--- src/rtl/reg_bank_scoreboard_ctrl_pkg.sv ---
// Shared definitions for the register-bank issue controller:
// FSM state encodings, the hard-wired zero register and default sizes.
package reg_bank_scoreboard_ctrl_pkg;

    localparam int DEF_NUM_REGS = 32;
    localparam int DEF_ADDR_W   = 5;

    localparam logic [DEF_ADDR_W-1:0] REG_ZERO = '0;

    typedef enum logic [1:0] {
        ST_IDLE  = 2'd0,
        ST_ISSUE = 2'd1,
        ST_STALL = 2'd2
    } state_t;

endpackage

--- src/rtl/reg_bank_scoreboard_ctrl_busy_table.sv ---
// Per-register busy scoreboard with a same-cycle writeback bypass and
// a sticky flag for writebacks that target x0 or a register that is not busy.
module reg_bank_busy_table
    import reg_bank_scoreboard_ctrl_pkg::*;
#(
    parameter int NUM_REGS = DEF_NUM_REGS,
    parameter int ADDR_W   = DEF_ADDR_W
) (
    input  logic                clk,
    input  logic                rst,
    input  logic                i_set_en,
    input  logic [ADDR_W-1:0]   i_set_addr,
    input  logic                i_wb_valid,
    input  logic [ADDR_W-1:0]   i_wb_addr,
    output logic [NUM_REGS-1:0] o_busy,
    output logic [NUM_REGS-1:0] o_eff_busy,
    output logic                o_wb_clr,
    output logic                o_spurious
);

    localparam logic [ADDR_W-1:0] ZERO_A = ADDR_W'(REG_ZERO);

    logic [NUM_REGS-1:0] r_busy;
    logic                r_spurious;
    logic                w_wb_clr;
    logic [NUM_REGS-1:0] w_clr_mask;
    logic [NUM_REGS-1:0] w_set_mask;

    assign w_wb_clr   = i_wb_valid && (i_wb_addr != ZERO_A) && r_busy[i_wb_addr];
    assign w_clr_mask = w_wb_clr ? (NUM_REGS'(1) << i_wb_addr) : '0;
    assign w_set_mask = (i_set_en && (i_set_addr != ZERO_A)) ? (NUM_REGS'(1) << i_set_addr) : '0;

    // Clear is applied before set so a same-register writeback/issue ends busy.
    always_ff @(posedge clk or posedge rst) begin
        if (rst) begin
            r_busy     <= '0;
            r_spurious <= 1'b0;
        end else begin
            r_busy <= ((r_busy & ~w_clr_mask) | w_set_mask) & ~NUM_REGS'(1);
            if (i_wb_valid && !w_wb_clr)
                r_spurious <= 1'b1;
        end
    end

    assign o_busy     = r_busy;
    assign o_eff_busy = r_busy & ~w_clr_mask;
    assign o_wb_clr   = w_wb_clr;
    assign o_spurious = r_spurious;

endmodule

--- src/rtl/reg_bank_scoreboard_ctrl.sv ---
// Issue-side controller: RAW/WAW hazard stall against the busy scoreboard,
// pending-write limit, registered address-register write pulses and a stall counter.
module reg_bank_scoreboard_ctrl
    import reg_bank_scoreboard_ctrl_pkg::*;
#(
    parameter int NUM_REGS    = DEF_NUM_REGS,
    parameter int ADDR_W      = DEF_ADDR_W,
    parameter int MAX_PENDING = 4,
    parameter int STALL_CNT_W = 16
) (
    input  logic                               reg_clk,
    input  logic                               reg_rst,
    input  logic                               instr_valid,
    output logic                               instr_ready,
    input  logic [ADDR_W-1:0]                  rs_1_in,
    input  logic [ADDR_W-1:0]                  rs_2_in,
    input  logic [ADDR_W-1:0]                  rd_in,
    input  logic                               uses_rs_1,
    input  logic                               uses_rs_2,
    input  logic                               writes_rd,
    input  logic                               wb_valid,
    input  logic [ADDR_W-1:0]                  wb_rd,
    output logic                               rs_1_wr_en,
    output logic                               rs_2_wr_en,
    output logic                               rd_wr_en,
    output logic [ADDR_W-1:0]                  rs_1_addr,
    output logic [ADDR_W-1:0]                  rs_2_addr,
    output logic [ADDR_W-1:0]                  rd_addr,
    output logic [NUM_REGS-1:0]                busy_vec,
    output logic [$clog2(MAX_PENDING+1)-1:0]   pending_cnt,
    output logic [STALL_CNT_W-1:0]             stall_cnt,
    output logic                               spurious_wb,
    output logic [1:0]                         state
);

    localparam int                PC_W     = $clog2(MAX_PENDING + 1);
    localparam logic [PC_W-1:0]   PEND_MAX = PC_W'(MAX_PENDING);
    localparam logic [ADDR_W-1:0] ZERO_A   = ADDR_W'(REG_ZERO);

    // Handshake: an instruction transfers on a rising edge where
    // instr_valid && instr_ready; instr_ready never looks at instr_valid.

    logic [NUM_REGS-1:0]    w_busy;
    logic [NUM_REGS-1:0]    w_eff_busy;
    logic                   w_wb_clr;
    logic                   w_spurious;
    logic                   w_hazard;
    logic                   w_set;
    logic                   w_full;
    logic                   w_ready;
    logic                   w_acc;
    logic [PC_W-1:0]        w_pend_eff;

    logic [PC_W-1:0]        r_pending;
    logic [STALL_CNT_W-1:0] r_stall;
    logic                   r_rs_1_en;
    logic                   r_rs_2_en;
    logic                   r_rd_en;
    logic [ADDR_W-1:0]      r_rs_1_addr;
    logic [ADDR_W-1:0]      r_rs_2_addr;
    logic [ADDR_W-1:0]      r_rd_addr;
    state_t                 r_state;
    state_t                 w_state_next;

    reg_bank_busy_table #(
        .NUM_REGS (NUM_REGS),
        .ADDR_W   (ADDR_W)
    ) u_busy (
        .clk        (reg_clk),
        .rst        (reg_rst),
        .i_set_en   (w_acc && w_set),
        .i_set_addr (rd_in),
        .i_wb_valid (wb_valid),
        .i_wb_addr  (wb_rd),
        .o_busy     (w_busy),
        .o_eff_busy (w_eff_busy),
        .o_wb_clr   (w_wb_clr),
        .o_spurious (w_spurious)
    );

    assign w_hazard = (uses_rs_1 && (rs_1_in != ZERO_A) && w_eff_busy[rs_1_in])
                   || (uses_rs_2 && (rs_2_in != ZERO_A) && w_eff_busy[rs_2_in])
                   || (writes_rd && (rd_in   != ZERO_A) && w_eff_busy[rd_in]);

    assign w_set      = writes_rd && (rd_in != ZERO_A);
    // A retiring writeback frees a pending slot in the same cycle.
    assign w_pend_eff = r_pending - PC_W'(w_wb_clr);
    assign w_full     = (w_pend_eff == PEND_MAX) && w_set;
    assign w_ready    = !w_hazard && !w_full;
    assign w_acc      = instr_valid && w_ready;

    always_ff @(posedge reg_clk or posedge reg_rst) begin
        if (reg_rst) begin
            r_pending   <= '0;
            r_stall     <= '0;
            r_rs_1_en   <= 1'b0;
            r_rs_2_en   <= 1'b0;
            r_rd_en     <= 1'b0;
            r_rs_1_addr <= '0;
            r_rs_2_addr <= '0;
            r_rd_addr   <= '0;
        end else begin
            r_pending <= r_pending + PC_W'(w_acc && w_set) - PC_W'(w_wb_clr);
            if (instr_valid && !w_ready && (r_stall != '1))
                r_stall <= r_stall + 1'b1;
            r_rs_1_en <= w_acc && uses_rs_1;
            r_rs_2_en <= w_acc && uses_rs_2;
            r_rd_en   <= w_acc && writes_rd;
            if (w_acc) begin
                r_rs_1_addr <= rs_1_in;
                r_rs_2_addr <= rs_2_in;
                r_rd_addr   <= rd_in;
            end
        end
    end

    always_ff @(posedge reg_clk or posedge reg_rst) begin
        if (reg_rst)
            r_state <= ST_IDLE;
        else
            r_state <= w_state_next;
    end

    always_comb begin
        w_state_next = ST_IDLE;
        if (!instr_valid)
            w_state_next = ST_IDLE;
        else if (w_ready)
            w_state_next = ST_ISSUE;
        else
            w_state_next = ST_STALL;
    end

    assign instr_ready = w_ready;
    assign rs_1_wr_en  = r_rs_1_en;
    assign rs_2_wr_en  = r_rs_2_en;
    assign rd_wr_en    = r_rd_en;
    assign rs_1_addr   = r_rs_1_addr;
    assign rs_2_addr   = r_rs_2_addr;
    assign rd_addr     = r_rd_addr;
    assign busy_vec    = w_busy;
    assign pending_cnt = r_pending;
    assign stall_cnt   = r_stall;
    assign spurious_wb = w_spurious;
    assign state       = r_state;

endmodule

--- config.mk ---
export PLATFORM = sky130hd
export DESIGN_NAME = reg_bank_scoreboard_ctrl
export DESIGN_NICKNAME = d
export VERILOG_FILES = /design/src/rtl/reg_bank_scoreboard_ctrl_pkg.sv /design/src/rtl/reg_bank_scoreboard_ctrl_busy_table.sv /design/src/rtl/reg_bank_scoreboard_ctrl.sv
export SDC_FILE = /design/constraint.sdc
export NUM_CORES = 1
export LEC_CHECK = 0
export CAP_MARGIN = 10
export CELL_PAD_IN_SITES_DETAIL_PLACEMENT = 0
export CELL_PAD_IN_SITES_GLOBAL_PLACEMENT = 1
export CORE_ASPECT_RATIO = 0.8
export CORE_MARGIN = 1
export CORE_UTILIZATION = 37
export CTS_CLUSTER_SIZE = 30
export DETAILED_ROUTE_END_ITERATION = 8
export PLACE_DENSITY_LB_ADDON = 0.15
export SYNTH_ARGS = -nofsm -noshare
export SYNTH_HDL_FRONTEND = slang
export SYNTH_HIERARCHICAL = 1
export SYNTH_SLANG_ARGS = --single-unit
--- constraint.sdc ---
create_clock -name reg_clk -period 5.8 [get_ports reg_clk]
set_input_delay 1.45 -clock reg_clk [delete_from_list [all_inputs] [get_ports reg_clk]]
set_output_delay 1.45 -clock reg_clk [all_outputs]
set_load 0.05 [all_outputs]
## Yosys cells after proc, flatten, opt, wreduce, memory -nomap -nowiden

Cells that the tools add are included.

- Add/sub/neg operators: 4
- Order comparisons: 4
- Eq/ne operators: 2
- Shift-type cells: 2
- Multiplexer cells: 12
- Bitwise logic cells: 3
- Reduce and logical (&&, ||, !) cells: 29

Operators with widths:

| cell | count |
|---|---|
| 32-bit two-way mux | 2 |
| 1-bit by 5-bit << shifter with 32-bit output (first input constant) | 2 |
| 32-bit bitwise AND | 1 |
| 32-bit NOT | 1 |
| 32-bit bitwise OR | 1 |
| 5-bit by 6-bit < comparator with 1-bit output (second input constant) | 4 |
| 1-bit binary-select mux with 5-bit select | 4 |
| 5-bit nonzero test | 4 |
| 1-bit logical AND | 19 |
| 16-bit by 1-bit adder with 16-bit output (second input constant) | 1 |
| 16-bit inequality test (second input constant) | 1 |
| 3-bit by 1-bit subtractor with 3-bit output | 2 |
| 1-bit logical NOT | 4 |
| 1-bit two-way mux | 4 |
| 2-bit two-way mux | 2 |
| 3-bit by 1-bit adder with 3-bit output | 1 |
| 3-bit == test (second input constant) | 1 |
| 1-bit logical OR | 2 |

- Register bits: 71
- Bits of input ports: 27
- Output and inout bits: 73
- Logic and storage cells: 67

## Depth between registers and ports, before layout

Gate-level depths: netlist of the first run.

- Word-level depth: 18
- Mapped depth: 23
- Mapped depth without buffers: 20

## Hierarchy

The synthesis of the first run kept the hierarchy.

Modules (own cells, without submodules):

| module | times used | cells an instance | area an instance (um2) | sequential area each (um2) |
|---|---|---|---|---|
| reg_bank_scoreboard_ctrl | 1 | 205 | 2,534.9 | 975.9 |
| reg_bank_busy_table | 1 | 194 | 2,073.2 | 800.8 |

## Worst setup path before layout of the first run

No wires, ideal clock.

- Kind: input -> output
- From: input port wb_rd[4]
- To: output port instr_ready
- Arrival time: 4,685 ps
- Slack: -335 ps
- Cell stages on the path: 13
- Buffers on the path: 2
- Cell sequence: clkbuf_2 -> inv_1 -> a31o_2 -> nor4_2 -> a31oi_4 -> o31ai_1 -> inv_1 -> mux4_2 -> mux4_2 -> and3_1 -> or3_1 -> a211oi_2 -> buf_2

- Word-level cells in the longest chain between the ends: 13
- Elaborated cells on any way between the ends: 26
- Classes of those cells: add/sub: 1; eq/ne: 1; shift: 1; mux: 9; bitwise: 2; reduce/logical: 12

RTL lines:

| what | RTL line | source |
|---|---|---|
| start: declaration | reg_bank_scoreboard_ctrl.sv:22 | `input logic [ADDR_W-1:0] wb_rd,` |
| 1-bit binary-select mux with 5-bit select or 5-bit nonzero test (tied branches) | reg_bank_scoreboard_ctrl_busy_table.sv:29 | `assign w_wb_clr = i_wb_valid && (i_wb_addr != ZERO_A) && r_busy[i_wb_addr];` |
| 1-bit two-way mux (not written as such) or 1-bit logical AND (tied branches) | reg_bank_scoreboard_ctrl_busy_table.sv:29 |  |
| 1-bit logical AND | reg_bank_scoreboard_ctrl_busy_table.sv:29 |  |
| 32-bit two-way mux (*) | reg_bank_scoreboard_ctrl_busy_table.sv:30 | `assign w_clr_mask = w_wb_clr ? (NUM_REGS'(1) << i_wb_addr) : '0;` |
| 32-bit NOT (*) | reg_bank_scoreboard_ctrl_busy_table.sv:46 | `assign o_eff_busy = r_busy & ~w_clr_mask;` |
| 32-bit bitwise AND (*) | reg_bank_scoreboard_ctrl_busy_table.sv:46 |  |
| named net w_eff_busy[1] | reg_bank_scoreboard_ctrl.sv:44 | `logic [NUM_REGS-1:0] w_eff_busy;` |
| 1-bit binary-select mux with 5-bit select, on equally long branches | reg_bank_scoreboard_ctrl.sv:81, reg_bank_scoreboard_ctrl.sv:82 |  |
| 1-bit two-way mux, on equally long branches | reg_bank_scoreboard_ctrl.sv:81, reg_bank_scoreboard_ctrl.sv:82 |  |
| 1-bit logical AND, on equally long branches | reg_bank_scoreboard_ctrl.sv:81, reg_bank_scoreboard_ctrl.sv:82 |  |
| 1-bit logical OR | reg_bank_scoreboard_ctrl.sv:82 | `\|\| (uses_rs_2 && (rs_2_in != ZERO_A) && w_eff_busy[rs_2_in])` |
| 1-bit logical OR (*) | reg_bank_scoreboard_ctrl.sv:83 | `\|\| (writes_rd && (rd_in != ZERO_A) && w_eff_busy[rd_in]);` |
| 1-bit logical NOT (*) | reg_bank_scoreboard_ctrl.sv:89 | `assign w_ready = !w_hazard && !w_full;` |
| 1-bit logical AND (*) | reg_bank_scoreboard_ctrl.sv:89 |  |
| end: declaration | reg_bank_scoreboard_ctrl.sv:14 | `output logic instr_ready,` |

Mark *: on every way through the listed nets, which the timed path passes. The rest lies on a longest branch. The select of a mux whose other input is x is not followed.

## Final worst setup path of the first run

- From: input port wb_rd[1]
- To: output port instr_ready

The elaborated chain is that of the path after synthesis.

==> results of run 1 <==
[metal layers]
| layer | share of wire | up-vias | track usage | wire [um] |
|---|---|---|---|---|
| li1 | - | 1873 | - | - |
| met1 | 0.48 | 2053 | 0.3527 | 7032 |
| met2 | 0.44 | 173 | 0.3459 | 6554 |
| met3 | 0.071 | 18 | 0.06963 | 1051 |
| met4 | 0.010 | 2 | 0.06136 | 150 |
| met5 | 0.0010 | - | 0 | 15 |
[cell type report]
class / count / area share
flip-flops and latches: 71 / 0.2548
repair buffers: 194 / 0.2564
clock inverters: 5 / 0.01166
multi-input cells: 282 / 0.4006
well taps: 152 / 0.02727
inverters: 27 / 0.01453
clock buffers: 11 / 0.03480
[logic make-up (layout without fill, tap and decap cells)]
| logic type | after synthesis | in the layout |
|---|---|---|
| AND/OR/NAND/NOR | 103 | 103 |
| AO/OA/AOI/OAI | 89 | 89 |
| flip-flops | 71 | 71 |
| multiplexers | 67 | 67 |
| buffers and inverters | 47 | 237 |
| XOR/XNOR | 16 | 16 |
| adder cells (fa/ha/maj) | 5 | 5 |
| other | 1 | 2 |
[worst max-delay path: cells and delay by family]
| kind | cells | cell delay, ns |
|---|---|---|
| buffers and inverters | 7 | 0.90 |
| and+or+nand+nor | 3 | 0.61 |
| AOI/OAI and AO/OA | 4 | 0.58 |
| muxes | 3 | 1.13 |
[cells in the mapped netlist (all sizes together), types with 3 or more instances]
cell	instances	area, sq um
nand3	9	45.04
ha	4	50.05
o21ai	18	101.4
a211oi	3	32.53
mux2	24	270.3
a22oi	3	36.28
nand2	22	82.58
xor2	13	113.9
nand2b	10	62.56
mux2i	18	180.2
xnor2	3	26.28
mux4	25	563.0
nor2b	5	31.28
and4	3	26.28
nor3	8	40.04
o31ai	12	140.1
clkbuf	6	23.77
nor2	16	75.07
buf	14	106.4
o21a	17	127.6
nor4	4	31.28
inv	27	101.4
dfrtp	71	1777
and3	7	45.05
o41ai	3	33.79
nand3b	5	37.54
o21bai	16	120.1
[layout by cell type (no fill, tap or decap), types with 9 or more instances in the layout]
cell / n
nand2_1: 20
nand2b_1: 10
xor2_1: 13
nor2_1: 13
mux2_2: 15
o21bai_1: 16
o21ai_1: 11
dfrtp_1: 71
o21a_1: 17
clkdlybuf4s50_1: 91
buf_4: 86
inv_1: 20
clkbuf_16: 9
mux4_2: 25
nand3_1: 9
mux2i_1: 17
[how the worst min path moves through the flow]
stage | start | to | slack (ns) | cells past startpoint
floorplan | u_busy/o_busy[4] | u_busy/o_busy[4] | 0.77 | 2
global placement | rs_2_addr[2] | rs_2_addr[2] | 0.47 | 1
detailed placement | stall_cnt[3] | stall_cnt[3] | 0.48 | 1
CTS | stall_cnt[3] | stall_cnt[3] | 0.49 | 1
global route | rd_addr[1] | rd_addr[1] | 0.51 | 1
finish | stall_cnt[3] | stall_cnt[3] | 0.48 | 1
[stage by stage]
stage	utilization	setup TNS, ns	instances
final	0.5735	-0.3418	742
after global routing	0.5735	-0.8038	742
after CTS	0.5612	-0.9499	735
after detailed placement	0.5182	-13.34	706
after global placement	0.5182	-12.15	706
after floorplan	-	-0.2030	400
[where the power goes]
part | switching (uW) | internal [uW] | total, uW
registers | 107 | 601 | 708
logic | 721 | 523 | 1240
clock network | 213 | 388 | 601
total | 1040 | 1510 | 2550
[repair_timing]
| item | CTS | global route |
|---|---|---|
| gates resized for setup | 34 | 26 |
| hold buffers | 0 | 0 |
| setup endpoints to repair | 10 | 35 |
| pin swaps | 12 | 18 |
| cloned | 1 | 0 |
| setup buffers | 12 | 9 |
[sequential cells by signal, indices dropped and copies added, names as in the netlist]
| signal | count |
|---|---|
| pending_cnt | 3 |
| rd_wr_en | 1 |
| stall_cnt | 16 |
| rs_2_addr | 5 |
| u_busy/o_busy | 31 |
| rs_1_addr | 5 |
| state | 2 |
| rd_addr | 5 |
| rs_1_wr_en | 1 |
| u_busy/o_spurious | 1 |
| rs_2_wr_en | 1 |
==> run metrics, run 1 <==
status finished, violations left; failing checks negative setup slack; fill count 1046; Netlist cell types 67; CP Cell Sequence buf_12 -> buf_6 -> buf_4 -> mux2_4 -> o22ai_2 -> nor2_4 -> a22oi_4 -> buf_8 -> o31ai_4 -> inv_2 -> mux4_2 -> mux4_2 -> and3_1 -> or3_1 -> a211oi_2 -> buf_4 -> buf_12; Warnings, synthesis 6; IO Count 100; largest net degree at the start of global routing 40; worst reg-to-reg path cell count 23; Worst setup EP type primary output; Synth Area in Adders 0.01520; Avg Cell Area, Syn 11.55 sq um; DR DRC count 0; asr flop ratio synth 1.000; dpl hpwl 11.51 mm; EDFF count, synth 0; P_leak 0.003075 uW; Area Overhead vs Synth 51.34%; Tot GR Track Use 0.2398; largest family of logic cells by synthesized area multiplexers; worst slew pin tran 0.7510 ns; crit path max fanout 6; I/O Buffers 98; count of pins over their slew limit 0; core area 0.01216 sq mm; mux share of post-synthesis cell area 0.2199; PwrDens 366.2 mW/mm^2; DRT iter0 DRCs 331; clock root cell clkbuf_16; # setup viols final 2; Fmax 0.1633 GHz; clock latency on the worst-skew pair 0.33 ns; Worst-path clk slew 0.05 ns; design area 0.006974 sq mm; Top FF cell, synth dfrtp_1; vias per std cell 5.551; crit share post-route 1.056; area of the multi-input gates 0.002794 sq mm; Avg WL per Cell 19.95 um; HP Class reg2reg; Critical Path Start Type input pin; crit path DAT 4.68 ns; Reg2Reg Capture Point pending_cnt[2]; Final min period 6.125 ns; Worst path max stage delay 0.48 ns; Worst Clk Skew 0.007752 ns; Num CTS Buffers 9; Reg2Reg Launch Point u_busy/o_busy[5]; CTS tree built; max-cap violations 0; Clock Tree Buf Depth 2; maximum VDD drop 0.0001966 V; crit path to instr_ready; drt first pass iters 5; Nets 617; die area 0.01291 sq mm; Die Y-Extent 101.8 um; Final Hold Viols 0; htree depth 3; ANT cells 0; first-pass GRT wire length 23.31 mm; Die Wd 126.8 um; area taken by flip-flops and latches 0.001777 sq mm; dpl cell area 0.006302 sq mm; Syn Inst Count 399; Place WS -0.8338 ns; Placement Rows 36; compound-gate portion of the synthesized area 0.1724; Initial Utilization 0.3789; Setup Crit Path Kind in2out; hold slack final 0.4796 ns; reg2reg setup slack 0.80 ns; vias in the first global route 4134; CP required 4.35 ns; slowest CP cell mux4_2; post-synthesis sequential area ratio 0.3856; Cell Area, Synth 0.004608 sq mm; proportion of layout cells with a drive suffix above 1 0.3559; routed vias 4119; post-synthesis simple-gate area fraction 0.1254; ANT nets after route 0; Pwr Total 2554 uW; Synth Area in XOR/XNOR 0.03041; RSZ-0062 raised after global routing yes; final wirelength 14.80 mm; Setup crit start wb_rd[1]; Setup WS post-layout -0.3252 ns; Max-slew headroom 0.4940; Seq cells post-synth 71; GPL Wtd Cong 0.8957; Congestion Overflow GR 0; initial antenna violation count 1; Sink Count 71
Power figures use the tool's default switching activity.
==> run 2: changes to the inputs <==
ABC_AREA = 1   (was unset)
CORE_UTILIZATION = 34   (was 37)
SKIP_LAST_GASP = 1   (was unset)
==> run metrics, run 2 <==
core area 0.01531 sq mm (+26%); Synth Area in Adders 0.01290 (-0.002305); initial antenna violation count 0 (-1); largest family of logic cells by synthesized area simple AND/OR/NAND/NOR gates; Worst path max stage delay 0.49 ns (about the same); Hold Crit Depth 1 (unchanged); maximum VDD drop 0.0002859 V (+45%); area share of the largest cell type after synthesis 0.3271 (-0.05844); proportion of layout cells with a drive suffix above 1 0.08316 (-0.2728); worst reg-to-reg path cell count 28 (+22%); cell mode on critical path nand2_1; Seq cells post-synth 71 (unchanged); Initial Utilization 0.3547 (-0.02425); synth top area cells dfrtp_1, nand2_1, nand3_1, inv_1, nand4_1; drt first pass iters 5 (unchanged); Fmax 0.1793 GHz (+9.8%); worst slew pin tran 0.7800 ns (+0.02900 ns); ANT nets after route 0 (unchanged); post-synthesis simple-gate area fraction 0.4550 (+0.3295); ANT cells 0 (unchanged); design area 0.007074 sq mm (+1.4%); leading area contributor after synthesis dfrtp_1; compound-gate portion of the synthesized area 0.03225 (-0.1402); PwrDens 332.7 mW/mm^2 (-9.1%); final wirelength 19.32 mm (+30%); most numerous cell in the Yosys netlist nand2_1; DRT iter0 DRCs 529 (+60%); Netlist cell types 35 (-48%); P_leak 0.003679 uW (+20%); dpl cell area 0.006618 sq mm (+5.0%); Reg2Reg Launch Point u_busy/o_busy[14]; Tot GR Track Use 0.2403 (+0.0004547); EDFF count, synth 0 (unchanged); Nets 989 (+60%); HP Class reg2reg; clock root cell clkbuf_16; HP Start u_busy/o_spurious; Final min period 5.577 ns (-0.5478 ns); Clock Tree Buf Depth 2 (unchanged); CP required 4.35 ns (about the same); WHS Endpoint u_busy/o_spurious; first-pass GRT wire length 30.20 mm (+30%); GPL Wtd Cong 0.9419 (+5.2%); # setup viols final 0 (-2); Avg WL per Cell 16.48 um (-17%); WP buf/inv 8 (+1); Placement Rows 40 (+11%); largest net degree at the start of global routing 40 (unchanged); crit path DAT 4.13 ns (-0.55 ns); Reg2Reg Capture Point pending_cnt[2]; I/O Buffers 98 (unchanged); Top Family by Delay on Critical Path simple AND/OR/NAND/NOR gates; Top FF cell, synth dfrtp_1; Worst Clk Skew 0.005818 ns (-0.001934 ns); CP Cell Sequence clkdlybuf4s50_1 -> clkinv_1 -> buf_4 -> nor3_1 -> nand2_1 -> inv_1 -> nand4_1 -> nand2_1 -> inv_1 -> inv_1 -> nand2_1 -> nand3_1 -> nand3_1 -> nand3_1 -> nand2_1 -> nand2_1 -> nand3_1 -> nand2_2 -> nand2_4 -> inv_1 -> buf_12; Pwr Total 2354 uW (-7.8%); mux share of post-synthesis cell area 0 (-0.2199); routed vias 5973 (+45%); hold slack final 0.4654 ns (-0.01427 ns); RSZ-0062 raised after global routing no; count of pins over their slew limit 0 (unchanged); Place WS -0.1151 ns (+0.7187 ns); Die Y-Extent 115.1 um (+13%); max reg flops 31 (unchanged); vias per std cell 5.096 (-8.2%); die area 0.01649 sq mm (+28%); crit path max fanout 9 (+3); Worst-path clk slew 0.05 ns (about the same); Setup WS post-layout 0.2226 ns (+0.5478 ns); max-cap violations 0 (unchanged); Sink Count 71 (unchanged); CTS tree built; Num CTS Buffers 9 (unchanged); Syn Inst Count 855 (+110%); most frequent cells in the layout nand2_1, inv_1, nand3_1; most common cell after layout, fill and taps aside nand2_1; Cell Area, Synth 0.005431 sq mm (+18%); Final Hold Viols 0 (unchanged); Die Wd 143.3 um (+13%); status complete, no violations; crit share post-route 0.9616 (-0.09445); Congestion Overflow GR 0 (unchanged); Area Overhead vs Synth 30.25%; DR DRC count 0 (unchanged); Setup Crit Path Kind in2out; post-synthesis sequential area ratio 0.3271 (-0.05844); reg2reg setup slack 1.86 ns (+1.06 ns); asr flop ratio synth 1.000 (unchanged); htree depth 3 (unchanged); dpl hpwl 15.02 mm (+31%); Avg Cell Area, Syn 6.353 sq um (-45%); slowest CP cell clkdlybuf4s50_1; Max-slew headroom 0.4760 (-0.01804); Critical Path Start Type input pin; IO Count 100 (unchanged); Warnings, synthesis 6 (unchanged); Synth Area in XOR/XNOR 0.02580 (-0.004609); Worst setup EP type primary output; vias in the first global route 5542 (+34%); most instantiated cells after synthesis nand2_1, inv_1, nand3_1, dfrtp_1, nand4_1; clock latency on the worst-skew pair 0.34 ns (about the same)
==> run 2: power by group <==
group | switching, uW | internal, uW
clock network | 209 | 343
registers | 97.7 | 598
logic | 758 | 348
==> run 2: stage by stage <==
| step | util | cells | TNS (ns) |
|---|---|---|---|
| floorplan | - | 856 | 0 |
| global placement | 0.4321 | 1147 | -0.1519 |
| detailed placement | 0.4321 | 1147 | -0.1151 |
| CTS | 0.4516 | 1163 | 0 |
| global route | 0.4619 | 1172 | 0 |
| finish | 0.4619 | 1172 | 0 |
==> run 2: area by class of cell <==
cell class,count,area [sq um]
sequential,71,1777
timing repair buffer,127,1236
tap,210,262.8
clock buffer,12,246.5
timing repair inverter,1,7.507
multi-input combinational,609,2973
inverter,138,526.8
clock inverter,4,45.04
fill,1648,8240
==> run 2: routing by layer <==
metal,up-vias,global-route usage,routed length [um]
met2,240,0.3411,7866
met3,12,0.03873,1452
met4,0,0.04752,133
li1,2911,-,-
met1,2810,0.3772,9867
met5,-,0,0
==> run 2: worst max path at each step <==
stage / slack (ns) / endpoint / start / cells past startpoint
5_1_grt: 0.03 / instr_ready / wb_rd[3] / 21
6_report: 0.22 / instr_ready / wb_rd[3] / 21
3_5_place_dp: -0.12 / instr_ready / wb_rd[0] / 23
3_3_place_gp: -0.15 / instr_ready / wb_rd[0] / 22
2_1_floorplan: 0.78 / instr_ready / wb_rd[0] / 24
4_1_cts: 0.01 / instr_ready / wb_rd[0] / 23
==> run 2: cell families (layout without fill, tap and decap cells) <==
group,after synthesis,in the layout
other,1,2
DFF,71,71
AOI/OAI and AO/OA,33,33
buffers and inverters,180,282
xor gates and xnor gates,16,16
and+or+nand+nor,549,553
adders and majority gates,5,5
==> run 2: timing repair <==
action / CTS / global route
buffers inserted: 0 / 4
gates resized for setup: 2 / 20
hold buffers: 0 / 0
gates cloned: 0 / 5
pin swaps: 0 / 3
endpoints found under the setup margin: 1 / 1
==> run 3: changes to the inputs <==
CTS_BUF_LIST = sky130_fd_sc_hd__clkbuf_16   (was unset)
==> run metrics, run 3 (synthesis results as in run 2) <==
clock share of power 0.229 (-0.005); CP Cell Sequence clkdlybuf4s50_1 -> clkinv_1 -> buf_4 -> nor3_1 -> nand2_1 -> inv_1 -> nand4_1 -> nand2_1 -> inv_1 -> inv_1 -> nand2_1 -> nand3_1 -> nand3_1 -> nand3_1 -> nand2_1 -> nand2_1 -> nand3_1 -> nand2_2 -> nand2_4 -> inv_1 -> buf_12; dpl hpwl 15.02 mm (unchanged); DRT iter0 DRCs 550 (+4.0%); Area Overhead vs Synth 30.06%; Die Wd 143.3 um (unchanged); routed vias 5986 (+0.22%); die area 0.01649 sq mm (unchanged); design area 0.007064 sq mm (-0.14%); dpl cell area 0.006618 sq mm (unchanged); status complete, no violations; ANT nets after route 0 (unchanged); crit path max fanout 9 (unchanged); Fmax 0.1800 GHz (+0.40%); placed cell count 1147 (unchanged); Final min period 5.555 ns (-0.02248 ns); I/O Buffers 98 (unchanged); post-route insts no fill 1172 (unchanged); Sink Count 71 (unchanged); most frequent cells in the layout nand2_1, inv_1, nand3_1; max-cap violations 0 (unchanged); maximum VDD drop 0.0002845 V (-0.49%); hold buffer count at CTS 0 (unchanged); count of pins over their slew limit 0 (unchanged); Power Internal 1272 uW (-1.3%); clock latency on the worst-skew pair 0.34 ns (about the same); Avg WL per Cell 16.48 um (about the same); # setup viols final 0 (unchanged); most common cell after layout, fill and taps aside nand2_1; slowest CP cell clkdlybuf4s50_1; DR DRC count 0 (unchanged); clock root cell clkbuf_16; initial antenna violation count 0 (unchanged); Critical Path Start Type input pin; CTS tree built; GPL Wtd Cong 0.9419 (unchanged); Die Y-Extent 115.1 um (unchanged); CP required 4.35 ns (about the same); Clock Tree Buf Depth 2 (unchanged); Reg power frac 0.298 (+0.003); switching share of power 0.4556 (+0.003014); Worst-path clk slew 0.05 ns (about the same); worst slew pin tran 0.8072 ns (+0.02720 ns); Initial Utilization 0.3547 (unchanged); core area 0.01531 sq mm (unchanged); Tot GR Track Use 0.2402 (about the same); Worst Clk Skew 0.004366 ns (-0.001453 ns); proportion of layout cells with a drive suffix above 1 0.08212 (-0.001040); vias in the first global route 5538 (-0.072%); IO Count 100 (unchanged); setup TNS 0 ns (unchanged); first-pass GRT wire length 30.18 mm (about the same); HP Class reg2reg; Congestion Overflow GR 0 (unchanged); Worst path max stage delay 0.49 ns (about the same); crit path DAT 4.10 ns (-0.03 ns); P_sw 1064 uW (about the same); Setup Crit Path Kind in2out; vias per std cell 5.108 (+0.22%); Final Hold Viols 0 (unchanged); ANT cells 0 (unchanged); Num CTS Buffers 9 (unchanged); final wirelength 19.31 mm (about the same); P_leak 0.003682 uW (about the same); cell mode on critical path nand2_1; RSZ-0062 raised after global routing no; Final Util 0.4613 (-0.0006530); Placement Rows 40 (unchanged); Worst setup EP type primary output; drt first pass iters 5 (unchanged); Nets 989 (unchanged); PwrDens 330.7 mW/mm^2 (-0.62%); Max-slew headroom 0.4577 (-0.01827); crit share post-route 0.9577 (-0.003877); Gate power share 0.474 (+0.004); max reg flops 31 (unchanged); htree depth 3 (unchanged); largest net degree at the start of global routing 40 (unchanged)
==> run 3: cell types whose count changed in the layout (fill, tap and decap cells not counted), sizes merged <==
cell / change
inv: +2
clkinv: +1
clkbuf: -3
==> run 3: worst max-delay path, delay by kind of cell <==
family / cells / cell delay, ns
simple gates: 13 / 1.39
buf+inv: 8 / 1.26
==> run 3: what timing repair did <==
item | in CTS | in global routing
setup buffers | 0 | 4
endpoints found under the setup margin | 1 | 1
cloned | 0 | 5
pin swaps | 0 | 3
gates resized for setup | 2 | 20
==> run 3: routing by layer <==
layer,track usage,wire [um],up-vias
li1,-,-,2916
met1,0.3772,9713,2824
met2,0.3408,7917,236
met3,0.03873,1555,10
met4,0.04752,124,0
met5,0,0,-
==> run 3: path summary, 6_finish.rpt <==
check,startpoint,endpoint,slack (ns),cells past startpoint
max,wb_rd[3],instr_ready,0.25,21
min,u_busy/o_spurious,u_busy/o_spurious,0.47,1
max reg2reg,u_busy/o_busy[14],pending_cnt[2],1.86,28
min reg2reg,u_busy/o_spurious,u_busy/o_spurious,0.47,1
max in group asynchronous,reg_rst,rs_2_wr_en,3.87,3
min in group asynchronous,reg_rst,u_busy/o_busy[13],1.53,3
==> run 3: area by class of cell <==
type / count / area [sq um]
Fill cell: 1648 / 8250
Multi-Input combinational cell: 609 / 2973
Sequential cell: 71 / 1777
Timing Repair Buffer: 127 / 1236
Inverter: 138 / 526.8
Tap cell: 210 / 262.8
Clock buffer: 9 / 225.2
Clock inverter: 7 / 56.30
Timing Repair inverter: 1 / 7.507
==> run 3: per-stage QoR <==
step	worst slack (ns)	hold WS (ns)	total power, uW
2_1_floorplan	0.7819	0.7608	1416
3_3_place_gp	-0.1519	0.4564	1786
3_5_place_dp	-0.1151	0.4479	1790
4_1_cts	0.01332	0.4682	2338
5_1_grt	0.03166	0.4917	2476
6_report	0.2451	0.4654	2336
==> run 3: power groups by stage <==
stage | logic (uW) | registers (uW) | clock network (uW)
after floorplan | 383 | 1030 | 0
after CTS | 1090 | 696 | 550
after global routing | 1190 | 710 | 572
after detailed placement | 1090 | 703 | 0
after global placement | 1080 | 701 | 0
final | 1110 | 695 | 534
